File: src/rtl/block_summer.sv
// ---------------------------------------------------------------------------
// block_summer
//   Collects N_WORDS 16-bit words from an upstream FIFO, then presents the
//   unsigned 20-bit sum and the largest word of that block to a downstream
//   consumer. There are two states. ACC accepts words. OUT holds one result
//   until the downstream side takes it.
//
// Parameters
//   N_WORDS       words per block, legal range 2..16
//
// Ports
//   clk           single clock, rising edge
//   rstn          asynchronous active-low reset
//   data_in       word from the upstream FIFO
//   input_valid   upstream word present
//   input_enable  block can accept a word (state == ACC)
//   data_out      sum of the last completed block
//   data_max      largest word of the last completed block
//   output_valid  data_out / data_max hold an untaken result (state == OUT)
//   output_enable downstream accepts the result
// ---------------------------------------------------------------------------
module block_summer #(
  parameter int N_WORDS = 4
) (
  input  logic        clk,
  input  logic        rstn,
  input  logic [15:0] data_in,
  input  logic        input_valid,
  output logic        input_enable,
  output logic [19:0] data_out,
  output logic [15:0] data_max,
  output logic        output_valid,
  input  logic        output_enable
);

  localparam int CNT_W = (N_WORDS > 2) ? $clog2(N_WORDS) : 1;
  localparam logic [CNT_W-1:0] LAST_IDX = CNT_W'(N_WORDS - 1);

  typedef enum logic {
    ST_ACC = 1'b0,
    ST_OUT = 1'b1
  } state_t;

  state_t           state_q, state_d;
  logic [19:0]      acc_q,   acc_d;
  logic [CNT_W-1:0] cnt_q,   cnt_d;
  logic [15:0]      max_q,   max_d;
  logic [19:0]      sum_q,   sum_d;
  logic [15:0]      dmax_q,  dmax_d;

  // These values are built from data_in on every cycle. They are only used
  // on an accepted transfer, so X on data_in during idle cycles never reaches
  // any state.
  logic [19:0] sum_next;
  logic [15:0] max_next;

  assign sum_next = acc_q + {4'b0000, data_in};
  assign max_next = (data_in > max_q) ? data_in : max_q;

  always_comb begin
    // NOTE: every variable starts from its held value, so no path through the
    // case below leaves a variable unassigned and no latch is inferred.
    state_d = state_q;
    acc_d   = acc_q;
    cnt_d   = cnt_q;
    max_d   = max_q;
    sum_d   = sum_q;
    dmax_d  = dmax_q;

    case (state_q)
      ST_ACC: begin
        if (input_valid) begin
          if (cnt_q == LAST_IDX) begin
            // The last word goes straight into the result registers. This
            // gives one-cycle latency and leaves the accumulator clean for
            // the next block.
            sum_d   = sum_next;
            dmax_d  = max_next;
            acc_d   = '0;
            cnt_d   = '0;
            max_d   = '0;
            state_d = ST_OUT;
          end else begin
            acc_d = sum_next;
            max_d = max_next;
            cnt_d = cnt_q + CNT_W'(1);
          end
        end
      end
      ST_OUT: begin
        if (output_enable) state_d = ST_ACC;
      end
      default: state_d = ST_ACC;
    endcase
  end

  // NOTE: sequential state uses non-blocking assignments only, so every flop
  // samples the pre-edge value of every other flop.
  always_ff @(posedge clk or negedge rstn) begin
    if (!rstn) begin
      state_q <= ST_ACC;
      acc_q   <= '0;
      cnt_q   <= '0;
      max_q   <= '0;
      sum_q   <= '0;
      dmax_q  <= '0;
    end else begin
      state_q <= state_d;
      acc_q   <= acc_d;
      cnt_q   <= cnt_d;
      max_q   <= max_d;
      sum_q   <= sum_d;
      dmax_q  <= dmax_d;
    end
  end

  // Handshake outputs come only from the state flop. There is no
  // combinational path from any input to any output.
  assign input_enable = (state_q == ST_ACC);
  assign output_valid = (state_q == ST_OUT);
  assign data_out     = sum_q;
  assign data_max     = dmax_q;

endmodule

File: config.mk
export PLATFORM = sky130hd
export DESIGN_NAME = block_summer
export DESIGN_NICKNAME = d
export VERILOG_FILES = /design/src/rtl/block_summer.sv
export SDC_FILE = /design/constraint.sdc
export NUM_CORES = 1
export LEC_CHECK = 0
export BUFFER_PORTS_ARGS = -buffer_cell sky130_fd_sc_hd__buf_2
export CORE_ASPECT_RATIO = 0.6
export CORE_MARGIN = 8
export CORE_UTILIZATION = 52
export DETAILED_ROUTE_END_ITERATION = 12
export PLACE_DENSITY_LB_ADDON = 0.05
export SLEW_MARGIN = 40
export SYNTH_ARGS = -nofsm -noshare
export SYNTH_HDL_FRONTEND = slang
export SYNTH_SLANG_ARGS = --single-unit
File: constraint.sdc
create_clock -name clk -period 2.3 [get_ports clk]
set_input_delay 0.575 -clock clk [delete_from_list [all_inputs] [get_ports clk]]
set_output_delay 0.575 -clock clk [all_outputs]
set_load 0.05 [all_outputs]
---- Word-level counts from Yosys, hierarchy flattened ----
Index checks and enable logic that the tools add are counted.
word-level totals
  flip-flop bits (word level) ............. 75
  output and inout port bits .............. 38
  word-level logic and storage cells ...... 21
  bits of input ports ..................... 20
cells by class
  add/sub/neg operators ................... 2
  eq/ne operators ......................... 1
  bitwise operators ....................... 1
  muxes and demuxes ....................... 8
  reduce and logical (&&, ||, !) cells .... 2
  magnitude comparators ................... 1
operators by type and width
  cell                                          number
  2-to-1 mux 16 bit                             2
  adder 20 x 16 -> 20 bit                       1
  2-to-1 mux 20 bit                             1
  greater-than comparator 16 bit                1
  2-to-1 mux 1 bit                              3
  AND reduction 3 bit                           1
  adder 2 x 1 -> 2 bit (second input constant)  1
  == test 2 bit (second input constant)         1
  2-to-1 mux 2 bit                              1
  one-hot mux 1 bit (2 select lines)            1
  AND reduction 2 bit                           1
  NOT 1 bit                                     1

---- Logic depth before layout (Yosys ltp) ----
  word-level depth ........................ 4
  gate-level depth with buffers ........... 9
  gate-level depth less buffers ........... 8

---- Least setup slack after synthesis ----
Ideal clock, no wire load.
  path type ............................... input port to flip-flop
  start ................................... input data_in[0]
  end ..................................... register sum_q[8], in the netlist data_out[8]
  setup time .............................. 125 ps
  stages on the path ...................... 8
  arrival ................................. 2,242 ps
  path slack .............................. -67 ps
  path buffers ............................ 0
  required time ........................... 2,175 ps
  cells stage by stage .................... ha_1 -> fa_1 -> a21o_1 -> a31oi_1 -> o21bai_1 -> o21ai_0 -> xor2_1 -> mux2_2
on the way
  cells in the longest elaborated chain, start to end .. 1
RTL lines
  element                  RTL line  RTL
  from (decl)              27        input logic [15:0] data_in,
  adder 20 x 16 -> 20 bit  57        assign sum_next = acc_q + {4'b0000, data_in};
  to (signal assigned)     112       sum_q <= sum_d;
  to (decl)                48        logic [19:0] sum_q, sum_d;
No other way between the ends.
A chain may end at the register's enable or synchronous reset.

---- Worst setup path in the final report ----
  start ................................... register max_q[1]
  end ..................................... register max_q[5]
on the way
  cells in the longest elaborated chain, start to end .. 3
RTL lines
  element                         RTL line  RTL
  from (decl)                     47        logic [15:0] max_q, max_d;
  from (signal assigned)          111       max_q <= max_d;
  greater-than comparator 16 bit  58        assign max_next = (data_in > max_q) ? data_in : max_q;
  2-to-1 mux 16 bit               58
  2-to-1 mux 16 bit               73        if (cnt_q == LAST_IDX) begin
No other way between the ends.

==> flow_summary.ini <==
[route]
routedWlPerCell_um = 18.6
drcViolationCount = 0
ant_nets = 0
first_pass_iters = 4
vias_per_cell = 5.67
vias = 3876
drtIter0Drc = 266
drt-total-wl_um = 12700

[clock_network]
numClockSinks = 75
htree_levels = 3
cts.clk_slew.worst_paths_ns = 0.06
clock_latency_ns = 0.34
clockBufferDepth = 2
cts_root_buf = clkbuf_16
cts_tree = done
postCtsHoldBufs = 0
numCtsBuffers = 9

[global_route]
antenna_found_initial = 0
grt_pass1_wl_um = 19900
grt_pass1_vias = 3788
grt.total_usage_pct = 21.7
grt_overflow = 0
grt_max_degree = 48

[synth]
synth_top_area_share_pct = 43.6
synthTopCellsByCount = dfrtp_1 (75), nand2_1 (71), o21ai_0 (38)
avgSynthCellArea_um2 = 9.83
netlist_instances = 438
async_flop_share_pct = 100
yosysTopAreaCell = dfrtp_1
yosys-top-cells-area = dfrtp_1 (44%), ha_1 (9.6%), nand2_1 (6.2%), o21ai_0 (4.4%), mux2i_1 (4.0%)
synth_top_family_by_area = compound AO/OA/AOI/OAI gates
synthesis.area_mm2 = 0.00430
synth_fp_nets = 492
synth_edf_count = 0
synth-xor-area-share_pct = 3.05
post-synth-top-count-cell = dfrtp_1
synth_seq_area_share_pct = 43.6
ys_types = 51
synthSimpleGateAreaFrac_pct = 14.5
synth_ff_type = dfrtp_1
synthAdderAreaFrac_pct = 10.1
ys_ff_latch = 75
synth_compound_area_share_pct = 19.0
yosysWarnings = 0
synth.area.mux_share_pct = 6.05

[floorplan]
fp.dieH_um = 86.5
chipWidth_um = 133
die_area_mm2 = 0.0115
fp-row-count = 25
start_util_pct = 54.2
ios = 58
core-area_mm2 = 0.00795

[final_layout]
finish.utilization_pct = 74.0
syn2layout_area_growth_pct = 36.6
fill_cells = 584
nets = 627
num_antenna_cells = 0
final_area_mm2 = 0.00588
drive_gt1_share_pct = 35.1

[timing]
fin_tns_setup_ns = -0.0890
finalHoldViolations = 0
fin_skew_ns = 0.00561
worst-slew-pin-transition_ns = 0.706
slew_headroom_pct = 52.8
max_freq_mhz = 431
post-route-min-period_ns = 2.32
setup_slack_ns = -0.0177
finalSetupViolCount = 11
maxSlewViolCount = 0
fin_crit_sh_pct = 101
rsz0062_at_grt = true

[worst_setup_path]
endpoint = max_q[5]$_DFFE_PN0P_
critical_path_required_ns = 2.58
startpoint = max_q[1]$_DFFE_PN0P_
worstPathMaxFanout = 9
critPathKind = flop to flop
critPathArrivalTime_ns = 2.60
rr_endpoint = max_q[5]$_DFFE_PN0P_
timing.rr.start = max_q[1]$_DFFE_PN0P_
r2r_cells = 10
ff2ff_setup_slack_ns = -0.02
startpoint_type = flop
end_kind = flop

[placement]
place_area_mm2 = 0.00526
portBuffers = 57
dp_hpwl_um = 9140
gp_congestion = 0.899

[outcome]
outcome = finished, violations left
violations = setup timing

[power_and_ir_drop]
irDropWorstVdd_v = 0.000803
p_seq_share_pct = 23.7
clkPwrFrac_pct = 14.1
p_leak_nw = 2.82
p_switching_mw = 4.48
cellPowerDensity_mw_per_mm2 = 1670
p_comb_share_pct = 62.2
swShare_pct = 45.7
internal_power_mw = 5.33

[flow_run]
drv_cap = 0

[worst_hold_path]
hold_class = input pin to async pin
[layout by cell type (no fill, tap or decap), types with 3 or more instances in the layout]
cell	netlist	layout
a21oi_1	18	15
a22o_1	17	17
mux2_2	8	8
ha_1	33	22
mux2i_1	17	16
xnor2_1	11	11
ha_4	0	6
inv_2	0	6
inv_1	22	16
o311ai_1	2	5
buf_2	1	56
ha_2	0	5
nand3b_1	6	6
nor2_1	7	6
nand2_1	71	71
buf_4	2	78
nand4b_1	6	6
buf_12	0	7
o21ai_0	38	30
clkbuf_16	0	11
a21o_1	5	5
o311ai_0	8	4
o21ai_1	3	10
and3_1	3	3
o21a_1	5	4
a31oi_1	4	3
xor2_1	4	4
nand2b_1	3	3
dfrtp_1	75	75
nand4_1	4	4
nand3_1	11	11
[worst max-delay path, cell delays in order (launching register included)]
cell      delay, ns
dfrtp_1        0.37
inv_2          0.06
ha_4           0.26
nor2b_4        0.12
o211ai_1       0.13
a2111o_1       0.43
a31oi_4        0.21
buf_12         0.16
nor3b_4        0.22
buf_12         0.16
a22o_1         0.14
[cell type report]
cell class	count	area, um2	area share [%]
inverter	22	82.6	1.40
sequential	75	1880	31.9
multi-input combinational	322	2450	41.6
timing repair buffer	143	1060	18.0
clock inverter	5	56.3	0.958
clock buffer	9	225	3.83
tap	108	135	2.30
[layer usage]
| layer | global-route usage [%] | vias up | share of wire, % |
|---|---|---|---|
| li1 | - | 1858 | - |
| met1 | 30.6 | 1891 | 49 |
| met2 | 32.6 | 111 | 44 |
| met3 | 5.31 | 16 | 4.9 |
| met4 | 5.78 | 0 | 1.5 |
| met5 | 0 | - | 0 |
[per-stage QoR]
step | std cells | total power, mW | hold slack [ns] | setup WS, ns
finish | 684 | 9.81 | 0.177 | -0.0177
global route | 684 | 10.4 | 0.209 | -0.0869
CTS | 668 | 9.17 | 0.193 | 0.00472
detailed placement | 654 | 7.71 | 0.462 | -0.479
global placement | 654 | 7.56 | 0.456 | -0.385
floorplan | 438 | 5.84 | 0.279 | 0.0146
[what timing repair did]
item | 4_1_cts | 5_1_grt
resized for setup | 5 | 40
gates cloned | 0 | 2
setup endpoints to repair | 20 | 47
buffers inserted | 0 | 14
pin swaps | 3 | 16
[how the worst min path moves through the flow]
stage / startpoint / end / slack [ns] / cells after the start
after floorplan: rstn / acc_q[0]$_DFFE_PN0P_ / 0.28 / 0
after global placement: data_out[5]$_DFFE_PN0P_ / data_out[5]$_DFFE_PN0P_ / 0.46 / 2
after detailed placement: acc_q[0]$_DFFE_PN0P_ / acc_q[0]$_DFFE_PN0P_ / 0.46 / 2
after CTS: rstn / data_max[2]$_DFFE_PN0P_ / 0.19 / 1
after global routing: rstn / data_max[2]$_DFFE_PN0P_ / 0.21 / 1
final: rstn / data_max[2]$_DFFE_PN0P_ / 0.18 / 1
[power by group through the flow]
| stage | clock network, mW | logic, mW | registers [mW] |
|---|---|---|---|
| final | 1.39 | 6.10 | 2.32 |
| after global routing | 1.45 | 6.58 | 2.39 |
| after CTS | 1.40 | 5.46 | 2.32 |
| after detailed placement | 0 | 5.38 | 2.33 |
| after global placement | 0 | 5.26 | 2.30 |
| after floorplan | 0 | 2.56 | 3.27 |
[kinds of logic after synthesis]
family	after synthesis
flops	75
mux	25
fa+ha+maj	34
buf+inv	41
xor+xnor	15
simple gates	127
compound gates	121
[flip-flops by register name, summed over array words and instances, names as in the netlist]
signal / cells
acc_q: 20
data_out: 20
data_max: 16
max_q: 16
cnt_q: 2
output_valid: 1
Power figures use the tool's default switching activity.
